--- src/rtl/spi_flash_slave_os.sv ---
// Oversampling SPI flash target (mode 0). The SPI pins are sampled by the
// system clock, so no SPI signal is ever used as a clock. Commands handled:
// RDID 0x9F, READ 0x03, FAST_READ 0x0B and RDSR 0x05.
module spi_flash_slave_os #(
  parameter int          MEM_BYTES  = 256,
  parameter int          ADDR_BYTES = 3,
  parameter logic [23:0] JEDEC_ID   = 24'hEF4016,
  parameter int          DUMMY_CYC  = 8,
  parameter logic [7:0]  STATUS_VAL = 8'h00
) (
  input  logic        clk,
  input  logic        rst,
  input  logic        spi_cs_n,
  input  logic        spi_sck,
  input  logic        spi_mosi,
  output logic        spi_miso,
  output logic        spi_miso_oe,
  output logic        cmd_valid,
  output logic [7:0]  cmd_code,
  output logic        cmd_unsupported,
  output logic [15:0] bytes_sent
);

  localparam int AW = (MEM_BYTES > 1) ? $clog2(MEM_BYTES) : 1;
  localparam logic [5:0] ADDR_LAST  = 6'(8 * ADDR_BYTES - 1);
  localparam logic [5:0] DUMMY_LAST = (DUMMY_CYC > 0) ? 6'(DUMMY_CYC - 1) : 6'd0;
  localparam bit HAS_DUMMY = (DUMMY_CYC > 0);

  typedef enum logic [2:0] {
    ST_IDLE,
    ST_CMD,
    ST_ADDR,
    ST_DUMMY,
    ST_DATA,
    ST_IGNORE
  } state_t;

  typedef enum logic [1:0] {
    SRC_MEM,
    SRC_ID,
    SRC_STATUS
  } src_t;

  logic [1:0]    cs_sync;
  logic [1:0]    sck_sync;
  logic [1:0]    mosi_sync;
  logic          cs_prev;
  logic          sck_prev;
  logic          cs_s;
  logic          sck_s;
  logic          mosi_s;
  logic          cs_fall;
  logic          cs_rise;
  logic          rs;
  logic          fl;

  logic [7:0]    mem [MEM_BYTES];

  state_t        state;
  src_t          src;
  logic [5:0]    bit_cnt;
  logic [6:0]    shift_in;
  logic [AW-1:0] addr_sh;
  logic [AW-1:0] addr_next;
  logic [AW-1:0] ptr;
  logic [AW-1:0] ptr_inc;
  logic [1:0]    id_idx;
  logic [1:0]    id_next;
  logic [7:0]    tx_sh;
  logic [2:0]    tx_cnt;
  logic [7:0]    cmd_next;
  logic [7:0]    next_byte;

  // Two-flop synchronizers plus one history register for edge detection.
  // Chip select resets low so a frame already running at reset release
  // never produces a falling edge and is therefore ignored.
  always_ff @(posedge clk) begin
    if (rst) begin
      cs_sync   <= 2'b00;
      sck_sync  <= 2'b00;
      mosi_sync <= 2'b00;
      cs_prev   <= 1'b0;
      sck_prev  <= 1'b0;
    end else begin
      cs_sync   <= {cs_sync[0], spi_cs_n};
      sck_sync  <= {sck_sync[0], spi_sck};
      mosi_sync <= {mosi_sync[0], spi_mosi};
      cs_prev   <= cs_sync[1];
      sck_prev  <= sck_sync[1];
    end
  end

  assign cs_s    = cs_sync[1];
  assign sck_s   = sck_sync[1];
  assign mosi_s  = mosi_sync[1];
  assign cs_fall = ~cs_s & cs_prev;
  assign cs_rise = cs_s & ~cs_prev;
  assign rs      = sck_s & ~sck_prev;
  assign fl      = ~sck_s & sck_prev;

  assign cmd_next = {shift_in, mosi_s};
  assign ptr_inc  = ptr + AW'(1);
  assign id_next  = (id_idx == 2'd3) ? 2'd3 : id_idx + 2'd1;

  // Only the low address bits are kept; upper address bits fall off the end.
  generate
    if (AW == 1) begin : g_addr_one
      assign addr_next = mosi_s;
    end else begin : g_addr_wide
      assign addr_next = {addr_sh[AW-2:0], mosi_s};
    end
  endgenerate

  function automatic logic [7:0] id_byte(input logic [1:0] idx);
    case (idx)
      2'd0:    return JEDEC_ID[23:16];
      2'd1:    return JEDEC_ID[15:8];
      2'd2:    return JEDEC_ID[7:0];
      default: return 8'h00;
    endcase
  endfunction

  // Byte that follows the one currently being shifted out.
  always_comb begin
    next_byte = 8'h00;
    case (src)
      SRC_MEM:    next_byte = mem[ptr_inc];
      SRC_ID:     next_byte = id_byte(id_next);
      SRC_STATUS: next_byte = STATUS_VAL;
      default:    next_byte = 8'h00;
    endcase
  end

  // Read-only memory image, restored to an address ramp on every reset.
  always_ff @(posedge clk) begin
    if (rst) begin
      for (int i = 0; i < MEM_BYTES; i++) begin
        mem[i] <= 8'(i);
      end
    end
  end

  // Frame state machine: command, address and dummy bits are taken on SCK
  // rises, data bits are launched on SCK falls; a chip-select rise wins.
  always_ff @(posedge clk) begin
    if (rst) begin
      state           <= ST_IDLE;
      src             <= SRC_MEM;
      bit_cnt         <= 6'd0;
      shift_in        <= 7'd0;
      addr_sh         <= '0;
      ptr             <= '0;
      id_idx          <= 2'd0;
      tx_sh           <= 8'h00;
      tx_cnt          <= 3'd0;
      spi_miso        <= 1'b0;
      spi_miso_oe     <= 1'b0;
      cmd_valid       <= 1'b0;
      cmd_code        <= 8'h00;
      cmd_unsupported <= 1'b0;
      bytes_sent      <= 16'h0000;
    end else begin
      cmd_valid       <= 1'b0;
      cmd_unsupported <= 1'b0;
      if (cs_rise) begin
        state       <= ST_IDLE;
        spi_miso    <= 1'b0;
        spi_miso_oe <= 1'b0;
      end else if (cs_fall) begin
        state       <= ST_CMD;
        bit_cnt     <= 6'd0;
        bytes_sent  <= 16'h0000;
        spi_miso    <= 1'b0;
        spi_miso_oe <= 1'b0;
      end else begin
        case (state)
          ST_CMD: begin
            if (rs) begin
              shift_in <= cmd_next[6:0];
              bit_cnt  <= bit_cnt + 6'd1;
              if (bit_cnt == 6'd7) begin
                bit_cnt   <= 6'd0;
                cmd_code  <= cmd_next;
                cmd_valid <= 1'b1;
                tx_cnt    <= 3'd0;
                case (cmd_next)
                  8'h9F: begin
                    state       <= ST_DATA;
                    src         <= SRC_ID;
                    id_idx      <= 2'd0;
                    tx_sh       <= JEDEC_ID[23:16];
                    spi_miso_oe <= 1'b1;
                  end
                  8'h05: begin
                    state       <= ST_DATA;
                    src         <= SRC_STATUS;
                    tx_sh       <= STATUS_VAL;
                    spi_miso_oe <= 1'b1;
                  end
                  8'h03, 8'h0B: begin
                    state   <= ST_ADDR;
                    addr_sh <= '0;
                  end
                  default: begin
                    state           <= ST_IGNORE;
                    cmd_unsupported <= 1'b1;
                  end
                endcase
              end
            end
          end
          ST_ADDR: begin
            if (rs) begin
              addr_sh <= addr_next;
              bit_cnt <= bit_cnt + 6'd1;
              if (bit_cnt == ADDR_LAST) begin
                bit_cnt <= 6'd0;
                ptr     <= addr_next;
                if (cmd_code == 8'h0B && HAS_DUMMY) begin
                  state <= ST_DUMMY;
                end else begin
                  state       <= ST_DATA;
                  src         <= SRC_MEM;
                  tx_sh       <= mem[addr_next];
                  tx_cnt      <= 3'd0;
                  spi_miso_oe <= 1'b1;
                end
              end
            end
          end
          ST_DUMMY: begin
            if (rs) begin
              bit_cnt <= bit_cnt + 6'd1;
              if (bit_cnt == DUMMY_LAST) begin
                bit_cnt     <= 6'd0;
                state       <= ST_DATA;
                src         <= SRC_MEM;
                tx_sh       <= mem[ptr];
                tx_cnt      <= 3'd0;
                spi_miso_oe <= 1'b1;
              end
            end
          end
          ST_DATA: begin
            spi_miso_oe <= 1'b1;
            if (fl) begin
              spi_miso <= tx_sh[7];
              if (tx_cnt == 3'd7) begin
                tx_cnt <= 3'd0;
                tx_sh  <= next_byte;
                ptr    <= ptr_inc;
                id_idx <= id_next;
                if (bytes_sent != 16'hFFFF) begin
                  bytes_sent <= bytes_sent + 16'd1;
                end
              end else begin
                tx_sh  <= {tx_sh[6:0], 1'b0};
                tx_cnt <= tx_cnt + 3'd1;
              end
            end
          end
          default: begin
            spi_miso    <= 1'b0;
            spi_miso_oe <= 1'b0;
          end
        endcase
      end
    end
  end

endmodule

--- config.mk ---
export PLATFORM = sky130hd
export DESIGN_NAME = spi_flash_slave_os
export DESIGN_NICKNAME = d
export VERILOG_FILES = /design/src/rtl/spi_flash_slave_os.sv
export SDC_FILE = /design/constraint.sdc
export NUM_CORES = 1
export LEC_CHECK = 0
export ABC_AREA = 1
export BUFFER_PORTS_ARGS = -buffer_cell sky130_fd_sc_hd__buf_2
export CORE_MARGIN = 8
export CORE_UTILIZATION = 55
export DETAILED_ROUTE_END_ITERATION = 7
export GPL_TIMING_DRIVEN = 0
export PLACE_DENSITY = 0.78
export REMOVE_ABC_BUFFERS = 1
export SETUP_SLACK_MARGIN = 0.1
export SLEW_MARGIN = 25
export SYNTH_ARGS = -nofsm -noshare
export SYNTH_HDL_FRONTEND = slang
export SYNTH_SLANG_ARGS = --single-unit
--- constraint.sdc ---
create_clock -name clk -period 1.7 [get_ports clk]
set_input_delay 0.17 -clock clk [delete_from_list [all_inputs] [get_ports clk]]
set_output_delay 0.17 -clock clk [all_outputs]
set_load 0.01 [all_outputs]
==> results of run 1 <==
[worst max-delay path by stage]
stage / cells past startpoint / to
floorplan: 8 / bytes_sent[15]
global placement: 4 / cmd_code[7]
detailed placement: 8 / bytes_sent[15]
CTS: 6 / cmd_code[0]
global route: 12 / tx_sh[0]
finish: 11 / tx_sh[1]
[worst max-delay path: cells and delay by family, from the launching register on]
family / cells / cell delay, ns
buf+inv: 2 / 0.26
simple gates: 9 / 0.98
flops: 1 / 0.44
[kinds of logic (layout without fill, tap and decap cells)]
family	count (synthesis)	in the layout	synth area share
buffers and inverters	108	181	0.101
flip-flops	90	90	0.380
XOR/XNOR	7	7	0.0129
adder cells (fa/ha/maj)	7	7	0.0185
AO/OA/AOI/OAI	101	101	0.112
AND/OR/NAND/NOR	410	417	0.376
[synthesized netlist by cell type (3+ instances only)]
library cell,number,share of area
sky130_fd_sc_hd__dfxtp_1,90,0.38
sky130_fd_sc_hd__xor2_1,5,0.0092
sky130_fd_sc_hd__nand2_2,7,0.0092
sky130_fd_sc_hd__nor2_1,147,0.12
sky130_fd_sc_hd__inv_1,82,0.065
sky130_fd_sc_hd__o21ai_0,43,0.045
sky130_fd_sc_hd__ha_1,7,0.018
sky130_fd_sc_hd__nor3_1,6,0.0063
sky130_fd_sc_hd__buf_6,8,0.019
sky130_fd_sc_hd__o21bai_1,4,0.0063
sky130_fd_sc_hd__a21oi_1,48,0.051
sky130_fd_sc_hd__nand2_4,4,0.0095
sky130_fd_sc_hd__nand4_1,14,0.018
sky130_fd_sc_hd__nor2_4,6,0.014
sky130_fd_sc_hd__nand2_1,171,0.14
sky130_fd_sc_hd__inv_2,6,0.0047
sky130_fd_sc_hd__o211ai_1,3,0.0047
sky130_fd_sc_hd__nand3_2,4,0.0084
sky130_fd_sc_hd__clkbuf_1,5,0.0040
sky130_fd_sc_hd__nand3_1,41,0.043
[power breakdown]
group          switching, W  leakage [nW]  internal (W)
sequential        0.0000232         0.738       0.00213
clock              0.000830         0.126      0.000992
combinational      0.000193          1.69      0.000105
total               0.00105          2.56       0.00322
[state kept, by name, indices dropped and copies added, names as in the netlist, 3 cells and up, named ones only]
name	count
bytes_sent	16
cmd_code	8
ptr	8
tx_sh	8
addr_sh	7
shift_in	7
bit_cnt	6
state	3
tx_cnt	3
[metrics by stage]
step | util | TNS, ns | std cells | hold slack, ns | cell area, um^2
6_report | 0.712 | -0.250 | 911 | 0.292 | 6090
5_1_grt | 0.712 | -2.81 | 911 | 0.310 | 6090
4_1_cts | 0.671 | 0 | 894 | 0.289 | 5740
3_5_place_dp | 0.573 | -22.16 | 845 | 0.382 | 4900
3_3_place_gp | 0.573 | -39.70 | 845 | 0.370 | 4900
2_1_floorplan | - | -1.33 | 705 | 0.239 | 4610
[routing by layer]
metal / part of all wire / vias to the layer above
met2: 0.49 / 253
met4: 0.048 / 0
met3: 0.075 / 87
li1: - / 2445
met1: 0.38 / 2397
met5: 0 / -
[layout make-up]
cell class	instances	share of cell area
Multi-Input combinational cell	532	0.490
Clock inverter	7	0.0203
Tap cell	108	0.0222
Timing Repair inverter	1	0.00123
Clock buffer	9	0.0203
Timing Repair Buffer	74	0.0837
Inverter	90	0.0596
Sequential cell	90	0.303
[what timing repair did]
action,4_1_cts,5_1_grt
gates cloned,7,1
pin swaps,29,27
hold buffers,3,0
setup endpoints to repair,75,74
hold endpoints to repair,3,0
setup buffers,23,16
resized for setup,95,66
==> reports/results.md, run 1 <==
• complete, but fails checks — status
• setup timing — violations in the final reports
• 0 — number of synthesis warnings
• -0.05 ns — setup slack, reg-to-reg
• 0.578 — tightest slew margin relative to the limit
• 36 — number of distinct library cells after synthesis
• 9 — TritonCTS buffer count
• 6 — maximum fanout along the worst path
• 14.6 mm — total detailed-routing wirelength
• 0 — count of flip-flops with a built-in enable after synthesis
• inv_1, nor2_1, nand2_4, nand2_4, nand2_4, nor2_4, buf_6, nand3_4, nand2_2, nand2_1, nor2_1 — crit-path cells
• 2 — maximum clock insertion buffer count
• 6.56 um^2 — Post-Synthesis Mean Instance Area
• 2.56 nW — Leak Pwr
• met2 — GR peak layer
• rst — Worst Hold Launch
• 90 — number of sinks driven by the clock tree
• 0.00474 mm^2 — Post-Synthesis Cell Area
• 0.44 ns — largest stage delay on the critical path
• 0.633 ns — worst-margin pin slew
• 0 — Remaining Overflow, GRT
• 6 — number of detailed-route iterations in the first pass
• 3 — number of H-tree branching levels
• 9 — Finish-stage setup viols
• 4,853 — via count of the first global-routing pass
• 0.00427 W — total power consumption of the routed design
• sky130_fd_sc_hd__nand2_1 — most frequent standard cell in the layout excluding fill and tap cells
• 0 — proportion of synthesized flip-flops having asynchronous set or reset
• 0.278 — layout cell share with drive strength beyond 1
• 16.0 um — routed length per instance
• 33 — number of I/O pins
• 0.555 — effective utilization at floorplan
• 385 — number of design-rule violations left by the first detailed-router iteration
• 2 — Hold Path Depth
• 0.0133 ns — worst setup skew after layout
• tx_sh[1] — capture instance of the worst register-to-register path
• bit_cnt[4] — critical path startpoint
• 34 — standard-cell row count
• sky130_fd_sc_hd__dfxtp_1 — slowest cell on the critical path
• 0 — number of antenna violations at the first check in global routing
• 0.38 ns — clock latency on the worst-skew pair
• 0.412 — met2 usage in global routing
• sky130_fd_sc_hd__nand2_1 (150), sky130_fd_sc_hd__nor2_1 (124), sky130_fd_sc_hd__inv_1 (78), sky130_fd_sc_hd__dfxtp_1 (72), sky130_fd_sc_hd__a21oi_1 (42) — top library cells by usage in the layout, fill and taps aside
• 0.00855 mm^2 — placeable core area
• 46 — maximum number of pins on one net before global-route repair
• 0.00184 mm^2 — area of all sequential standard cells
• 2.06 ns — data arrival time of the critical path
• 0.0366 — global-route met3 utilization
• 0.00298 mm^2 — area used by multi-input combinational logic
• 5.69 — via/cell ratio
• 0 — Hold Vio Cnt, Final
• 0 — ANT cells
• 0.000413 V — largest voltage drop on the vdd net
• sky130_fd_sc_hd__nand2_4 — dominant cell type by count on the critical path
• 109 um — Die W
• cs_prev — endpoint of the worst hold-timing path
• 5,182 — via count
• 0.256 — GRT met1 Usage
• sky130_fd_sc_hd__clkbuf_8 — clock root buffer
• 90 — #FFs+latches synth
• bit_cnt[4] — startpoint of the lowest-slack register-to-register path
• 0.0119 mm^2 — die area
• sky130_fd_sc_hd__dfxtp_1 — most common flop cell mapped by yosys
• 1.75 ns — Tmin final
• flip-flop — kind of capture point of the worst setup path
• 0 — Routed Antenna Nets
• yes — RSZ-0062 raised after global routing
• 0 — reported max-cap violation count
• 1.03 — final worst path period share
• input port to flip-flop — Hold Path Class
• 0.10 ns — clock edge transition at the registers on the reported setup and hold paths
• 810 — Final nets
• 701 mW/mm^2 — Pwr Density
• 723 — Post-Syn Instances
• 0.380 — sequential area share after synthesis
• 8.19 mm — placed wire-length estimate
• done — CTS tree
• 28.3% — area grow syn2layout
• 22.1 mm — first-pass GRT wire length
• 32 — Port Buffer Count
• 109 um — die span in y
• 0 — DRC viols
• 571 MHz — highest clock frequency the design can meet
• -0.0503 ns — post-route setup slack
• 11 — reg2reg path depth
• -0.642 ns — pre-CTS WS
• 0.908 — Routability Congestion
• 0 — max-slew violation total from the final report
• 640 — number of filler cells placed in the layout
• flip-flop — startpoint type of the worst setup path
• flip-flop to flip-flop — crit path kind
• 0.230 — combined global-route utilization of all metal layers
• 2.01 ns — Data required, critical path
No activity file was read; power rests on OpenSTA's default activity.
==> run 2, diff against run 1 <==
Settings changed: ABC_CLOCK_PERIOD_IN_PS set to 2200.
Clock period 1.7 ns to 2.2 ns, I/O delays scaled along.
==> run 2 against run 1 <==
  * The run now ends clean
  * Sequential share of layout area is 4.2 points higher
  * Combinational power decreased by 45%
  * Non-clock buffer count down 40
  * Global-route usage fell by 3.1 points
  * Design area fell by 14%
  * Critical path depth decreased by 2
  * Clock skew is 0.0057 ns lower
  * Largest cell class unchanged
  * Highest routed layer unchanged
==> reports/results.md, run 2 (same netlist as run 1, synthesis figures left out) <==
• 0.908 — Routability Congestion, unchanged
• -0.142 ns — pre-CTS WS, was -0.642 ns
• tx_cnt[0] — startpoint of the lowest-slack register-to-register path, was bit_cnt[4]
• 16 — max reg flops, unchanged
• 0 — Finish-stage setup viols, was 9
• simple AND/OR/NAND/NOR gates — critical path's top delay family, unchanged
• 4,643 — via count, was 5,182
• 0.000314 V — largest voltage drop on the vdd net, was 0.000413 V
• 3 — number of H-tree branching levels, unchanged
• 9 — logic depth of the worst path, buffers included, was 11
• 13.1 um — routed length per instance, was 16.0 um
• 795 — number of filler cells placed in the layout, was 640
• 0.234 — GRT met1 Usage, was 0.256
• 21 — maximum fanout along the worst path, was 6
• 613 mW/mm^2 — Pwr Density, was 701 mW/mm^2
• 0.00321 W — total power consumption of the routed design, was 0.00427 W
• sky130_fd_sc_hd__nand2_1 — most frequent standard cell in the layout excluding fill and tap cells, unchanged
• 1.93 ns — Tmin final, was 1.75 ns
• 0.09 ns — clock edge transition at the registers on the reported setup and hold paths, was 0.10 ns
• 0 — reported max-cap violation count, unchanged
• 3 — Hold Path Depth, was 2
• 0 ns — post-route setup TNS, was -0.250 ns
• sky130_fd_sc_hd__nor2_1 — dominant cell type by count on the critical path, was sky130_fd_sc_hd__nand2_4
• 0.555 — effective utilization at floorplan, unchanged
• flip-flop to flip-flop — crit path kind, unchanged
• 2.17 ns — data arrival time of the critical path, was 2.06 ns
• 0 — crit path buf inv count, was 2
• 0 — ANT cells, unchanged
• input port to flip-flop — Hold Path Class, unchanged
• 0 — Hold Vio Cnt, Final, unchanged
• complete, no violations — status, was complete, but fails checks
• 9 — reg2reg path depth, was 11
• flip-flop — kind of capture point of the worst setup path, unchanged
• 5 — number of detailed-route iterations in the first pass, was 6
• 34 — standard-cell row count, unchanged
• 0 — Routed Antenna Nets, unchanged
• sky130_fd_sc_hd__dfxtp_1 — slowest cell on the critical path, unchanged
• 109 um — Die W, unchanged
• bytes_sent — largest register by flop count, unchanged
• ha_1, ha_2, nand3_2, nor3_4, nand2_1, nand2_4, nor2_1, nor2_1, nor2_1 — crit-path cells, was inv_1, nor2_1, nand2_4, nand2_4, nand2_4, nor2_4, buf_6, nand3_4, nand2_2, nand2_1, nor2_1
• 0.266 ns — post-route setup slack, was -0.0503 ns
• 0.38 ns — largest stage delay on the critical path, was 0.44 ns
• 2.43 ns — Data required, critical path, was 2.01 ns
• 0 — max-slew violation total from the final report, unchanged
• 90 — number of sinks driven by the clock tree, unchanged
• 109 um — die span in y, unchanged
• sky130_fd_sc_hd__nand2_1 (169), sky130_fd_sc_hd__nor2_1 (145), sky130_fd_sc_hd__dfxtp_1 (90), sky130_fd_sc_hd__inv_1 (82), sky130_fd_sc_hd__a21oi_1 (47) — top library cells by usage in the layout, fill and taps aside, was sky130_fd_sc_hd__nand2_1 (150), sky130_fd_sc_hd__nor2_1 (124), sky130_fd_sc_hd__inv_1 (78), sky130_fd_sc_hd__dfxtp_1 (72), sky130_fd_sc_hd__a21oi_1 (42)
• 0.0290 — global-route met3 utilization, was 0.0366
• 4,362 — via count of the first global-routing pass, was 4,853
• 46 — maximum number of pins on one net before global-route repair, unchanged
• 312 — number of design-rule violations left by the first detailed-router iteration, was 385
• 2 — maximum clock insertion buffer count, unchanged
• 0 — number of antenna violations at the first check in global routing, unchanged
• 0.346 — met2 usage in global routing, was 0.412
• 0.00855 mm^2 — placeable core area, unchanged
• 9 — TritonCTS buffer count, unchanged
• 5.38 — via/cell ratio, was 5.69
• 0.599 ns — worst-margin pin slew, was 0.633 ns
• mosi_sync[0] — endpoint of the worst hold-timing path, was cs_prev
• 0.00252 mm^2 — area used by multi-input combinational logic, was 0.00298 mm^2
• bytes_sent[15] — capture instance of the worst register-to-register path, was tx_sh[1]
• 10.3% — area grow syn2layout, was 28.3%
• 762 — Final nets, was 810
• 2.25 nW — Leak Pwr, was 2.56 nW
• 0.36 ns — clock latency on the worst-skew pair, was 0.38 ns
• 0.00764 ns — worst setup skew after layout, was 0.0133 ns
• sky130_fd_sc_hd__clkbuf_8 — clock root buffer, unchanged
• 0 — DRC viols, unchanged
• flip-flop — startpoint type of the worst setup path, unchanged
• yes — RSZ-0062 raised after global routing, unchanged
• 0.27 ns — setup slack, reg-to-reg, was -0.05 ns
• 8.19 mm — placed wire-length estimate, unchanged
• met2 — GR peak layer, unchanged
• 32 — Port Buffer Count, unchanged
• done — CTS tree, unchanged
• 0.601 — tightest slew margin relative to the limit, was 0.578
• 0 — Remaining Overflow, GRT, unchanged
• 0.0525 ns — Post-Route Hold Slack, was 0.292 ns
• 33 — number of I/O pins, unchanged
• 19.3 mm — first-pass GRT wire length, was 22.1 mm
• 0.0119 mm^2 — die area, unchanged
• 0.199 — combined global-route utilization of all metal layers, was 0.230
• 0.00180 mm^2 — area of all sequential standard cells, was 0.00184 mm^2
• 517 MHz — highest clock frequency the design can meet, was 571 MHz
• 11.3 mm — total detailed-routing wirelength, was 14.6 mm
• 0.612 — post-layout utilization of the core, was 0.712
• 0.122 — layout cell share with drive strength beyond 1, was 0.278
• 0.879 — final worst path period share, was 1.03
• spi_mosi — Worst Hold Launch, was rst
-- run 2: changes by cell type in the layout (fill, tap and decap cells not counted), sizes merged --
cell,change
buf,-37
nand3,-1
inv,+1
nand2,-3
clkinvlp,-2
dlygate4sd3,-3
nand2b,-1
or2,-2
-- run 2: cell type report --
class	count	share of cell area
repair buffers	34	0.0335
clock inverters	7	0.0237
well taps	108	0.0258
flip-flops and latches	90	0.344
clock buffers	9	0.0237
multi-input cells	525	0.483
inverters	90	0.0663
-- run 2: per-stage QoR --
step,instances,cell area (um^2)
after detailed placement,845,4900
final,863,5230
after CTS,861,5160
after floorplan,705,4610
after global routing,863,5230
after global placement,845,4900
-- run 2: worst max-delay path by stage --
| stage | start | endpoint | slack (ns) |
|---|---|---|---|
| floorplan | bytes_sent[0] | bytes_sent[15] | 0.36 |
| global placement | rst | cmd_code[7] | -0.17 |
| detailed placement | cs_sync[1] | bytes_sent[15] | -0.14 |
| CTS | bytes_sent[0] | bytes_sent[15] | 0.11 |
| global route | bit_cnt[1] | tx_sh[7] | 0.06 |
| finish | tx_cnt[0] | bytes_sent[15] | 0.27 |
-- run 2: metal layers --
metal | routed length (um) | share of wire
met3 | 672 | 0.059
met4 | 235 | 0.021
met2 | 5440 | 0.48
met5 | 0 | 0
met1 | 4970 | 0.44
-- run 2: tightest hold or removal path: stages --
cell and delay, ns:
sky130_fd_sc_hd__buf_2 0.09, sky130_fd_sc_hd__inv_1 0.04, sky130_fd_sc_hd__nor2_1 0.03
-- run 2: timing repair --
item                       in CTS  in global routing
hold buffers                    0                  0
gates resized for setup         3                 13
setup endpoints to repair      20                 50
pin swaps                       0                  1
setup buffers                   0                  2
-- run 2: power by group --
| part | leakage, nW | switching (W) | total (W) | internal (W) |
|---|---|---|---|---|
| Sequential | 0.727 | 0.0000149 | 0.00167 | 0.00165 |
| Combinational | 1.40 | 0.000112 | 0.000164 | 0.0000520 |
| Clock | 0.126 | 0.000614 | 0.00138 | 0.000766 |
==> run 3, diff against run 2 <==
Settings changed: CORE_MARGIN 8 to not set, GPL_ROUTABILITY_DRIVEN set to 0.
==> run 3 against run 2 <==
  * Critical path depth shrank 3
  * Fmax fell by 1.9%
  * Core utilization rose by 0.71 points
  * Design area fell by 1.8%
  * First-iteration DRC count is 22% lower
  * Final cell count fell by 0.46%
==> reports/results.md, run 3 (same netlist as run 1, synthesis figures left out) <==
• 0.896 — final worst path period share, was 0.879
• 3 — Hold Path Depth, unchanged
• 0.000674 W — switching pwr, was 0.000740 W
• -0.0975 ns — pre-CTS WS, was -0.142 ns
• 0.357 — clock network fraction of design power, was 0.430
• 0 — ANT cells, unchanged
• 12.4 um — routed length per instance, was 13.1 um
• 17 — maximum fanout along the worst path, was 21
• 0 — max-slew violation total from the final report, unchanged
• 90 — number of sinks driven by the clock tree, unchanged
• 0.23 ns — setup slack, reg-to-reg, was 0.27 ns
• 0.599 — tightest slew margin relative to the limit, was 0.601
• 0.00251 mm^2 — area used by multi-input combinational logic, was 0.00252 mm^2
• 0 — Hold Vio Cnt, Final, unchanged
• 0.00514 mm^2 — Finished Cell Area, was 0.00523 mm^2
• 0.057 — share of total power in combinational logic, was 0.051
• 0.00830 mm^2 — placeable core area, was 0.00855 mm^2
• 5 — number of detailed-route iterations in the first pass, unchanged
• 0 — DRC viols, unchanged
• 18.0 mm — first-pass GRT wire length, was 19.3 mm
• 0 — reported max-cap violation count, unchanged
• 0.237 — switching share of power, was 0.231
• 0.254 — combined global-route utilization of all metal layers, was 0.199
• 762 — Final nets, unchanged
• flip-flop to flip-flop — crit path kind, unchanged
• 33 — standard-cell row count, was 34
• 0 — Finish-stage setup viols, unchanged
• 8.25% — area grow syn2layout, was 10.3%
• 4,483 — via count, was 4,643
• sky130_fd_sc_hd__clkbuf_8 — clock root buffer, unchanged
• cmd_code[6] — capture instance of the worst register-to-register path, was bytes_sent[15]
• bytes_sent — largest register by flop count, unchanged
• 0 — Routed Antenna Nets, unchanged
• flip-flop — startpoint type of the worst setup path, unchanged
• 2 — maximum clock insertion buffer count, unchanged
• 16 — max reg flops, unchanged
• inv_1, ha_2, nand3_2, or2_2, o21ai_0, a21oi_1 — crit-path cells, was ha_1, ha_2, nand3_2, nor3_4, nand2_1, nand2_4, nor2_1, nor2_1, nor2_1
• 32 — Port Buffer Count, unchanged
• 10.6 mm — total detailed-routing wirelength, was 11.3 mm
• 0.572 — effective utilization at floorplan, was 0.555
• 0.00217 W — internal power consumption, was 0.00247 W
• 764 — number of filler cells placed in the layout, was 795
• 0.229 ns — post-route setup slack, was 0.266 ns
• 1.97 ns — Tmin final, was 1.93 ns
• 33 — number of I/O pins, unchanged
• 0.115 — layout cell share with drive strength beyond 1, was 0.122
• 0.586 — proportion of power drawn by flip-flops and latches, was 0.519
• sky130_fd_sc_hd__nand2_1 (170), sky130_fd_sc_hd__nor2_1 (145), sky130_fd_sc_hd__dfxtp_1 (90), sky130_fd_sc_hd__inv_1 (82), sky130_fd_sc_hd__a21oi_1 (47) — top library cells by usage in the layout, fill and taps aside, was sky130_fd_sc_hd__nand2_1 (169), sky130_fd_sc_hd__nor2_1 (145), sky130_fd_sc_hd__dfxtp_1 (90), sky130_fd_sc_hd__inv_1 (82), sky130_fd_sc_hd__a21oi_1 (47)
• flip-flop — kind of capture point of the worst setup path, unchanged
• 94.9 um — Die W, was 109 um
• 9 — TritonCTS buffer count, unchanged
• yes — RSZ-0062 raised after global routing, unchanged
• 5.22 — via/cell ratio, was 5.38
• 0.00180 mm^2 — area of all sequential standard cells, unchanged
• complete, no violations — status, unchanged
• 2.44 ns — Data required, critical path, was 2.43 ns
• 0 — number of antenna violations at the first check in global routing, unchanged
• 3 — number of H-tree branching levels, unchanged
• 2.21 nW — Leak Pwr, was 2.25 nW
• 0.619 — post-layout utilization of the core, was 0.612
• done — CTS tree, unchanged
• spi_mosi — Worst Hold Launch, unchanged
• 0 — Remaining Overflow, GRT, unchanged
• 0.36 ns — clock latency on the worst-skew pair, about the same
• 0.00490 mm^2 — post-detailed-placement cell area, about the same
• sky130_fd_sc_hd__or2_2 — slowest cell on the critical path, was sky130_fd_sc_hd__dfxtp_1
• input port to flip-flop — Hold Path Class, unchanged
• cs_sync[1] — startpoint of the lowest-slack register-to-register path, was tx_cnt[0]
• 7.71 mm — placed wire-length estimate, was 8.19 mm
• 2.21 ns — data arrival time of the critical path, was 2.17 ns
• 94.9 um — die span in y, was 109 um
• 0.00974 ns — worst setup skew after layout, was 0.00764 ns
• 0.000325 V — largest voltage drop on the vdd net, was 0.000314 V
• 0.08 ns — clock edge transition at the registers on the reported setup and hold paths, was 0.09 ns
• sky130_fd_sc_hd__nand2_1 — most frequent standard cell in the layout excluding fill and tap cells, unchanged
• 553 mW/mm^2 — Pwr Density, was 613 mW/mm^2
• 46 — maximum number of pins on one net before global-route repair, unchanged
• 243 — number of design-rule violations left by the first detailed-router iteration, was 312
• 0.49 ns — largest stage delay on the critical path, was 0.38 ns
• 0.601 ns — worst-margin pin slew, was 0.599 ns
• mosi_sync[0] — endpoint of the worst hold-timing path, unchanged
• 3,942 — via count of the first global-routing pass, was 4,362
• 6 — reg2reg path depth, was 9
• 0.00900 mm^2 — die area, was 0.0119 mm^2
• 507 MHz — highest clock frequency the design can meet, was 517 MHz
## run 3: power by group through the flow
stage	logic [W]	registers (W)	clock network, W
after floorplan	0.000110	0.00170	0
after global placement	0.000150	0.00170	0
after detailed placement	0.000154	0.00170	0
after CTS	0.000155	0.00167	0.00104
after global routing	0.000182	0.00167	0.00111
final	0.000161	0.00167	0.00101
## run 3: metal layers
metal,vias to the layer above,GRT usage,part of all wire
met3,13,0.0523,0.049
met5,-,0,0
li1,2331,-,-
met2,128,0.412,0.46
met4,0,0.0707,0.015
met1,2011,0.339,0.47
## run 3: through the flow
step / TNS [ns] / hold slack [ns] / power [W] / cells
2_1_floorplan: 0 / 0.289 / 0.00181 / 705
3_3_place_gp: -7.51 / 0.393 / 0.00185 / 842
3_5_place_dp: -0.718 / 0.398 / 0.00186 / 842
4_1_cts: 0 / 0.0540 / 0.00286 / 857
5_1_grt: 0 / 0.0506 / 0.00296 / 859
6_report: 0 / 0.0581 / 0.00284 / 859
## run 3: worst max path at each step
stage                              from        endpoint  slack [ns]  cells past startpoint
after detailed placement     cs_sync[1]  bytes_sent[15]        -0.1                      8
after floorplan           bytes_sent[0]  bytes_sent[15]        0.36                      8
after global routing         cs_sync[1]      bit_cnt[0]        0.05                      9
after global placement              rst     cmd_code[6]       -0.20                      4
after CTS                 bytes_sent[0]  bytes_sent[15]        0.15                      8
final                        cs_sync[1]     cmd_code[6]        0.23                      6
## run 3: final cells by class
type | instances | area share
clock inverter | 2 | 0.00244
clock buffer | 13 | 0.0309
tap | 105 | 0.0256
timing repair buffer | 34 | 0.0341
multi-input combinational | 525 | 0.489
inverter | 90 | 0.0675
sequential | 90 | 0.351
## run 3: critical path, delay by kind of cell (launching register included)
family | cells | cell delay (ns)
adders and majority gates | 1 | 0.39
and+or+nand+nor | 2 | 0.74
AOI/OAI and AO/OA | 2 | 0.29
buffers and inverters | 1 | 0.07
DFF | 1 | 0.36
## run 3: what timing repair did
action                                  4_1_cts  5_1_grt
hold buffers                                  0        0
resized for setup                             3       10
buffers inserted                              0        2
endpoints found under the setup margin       18       35
pin swaps                                     0        1
cloned                                        0        0
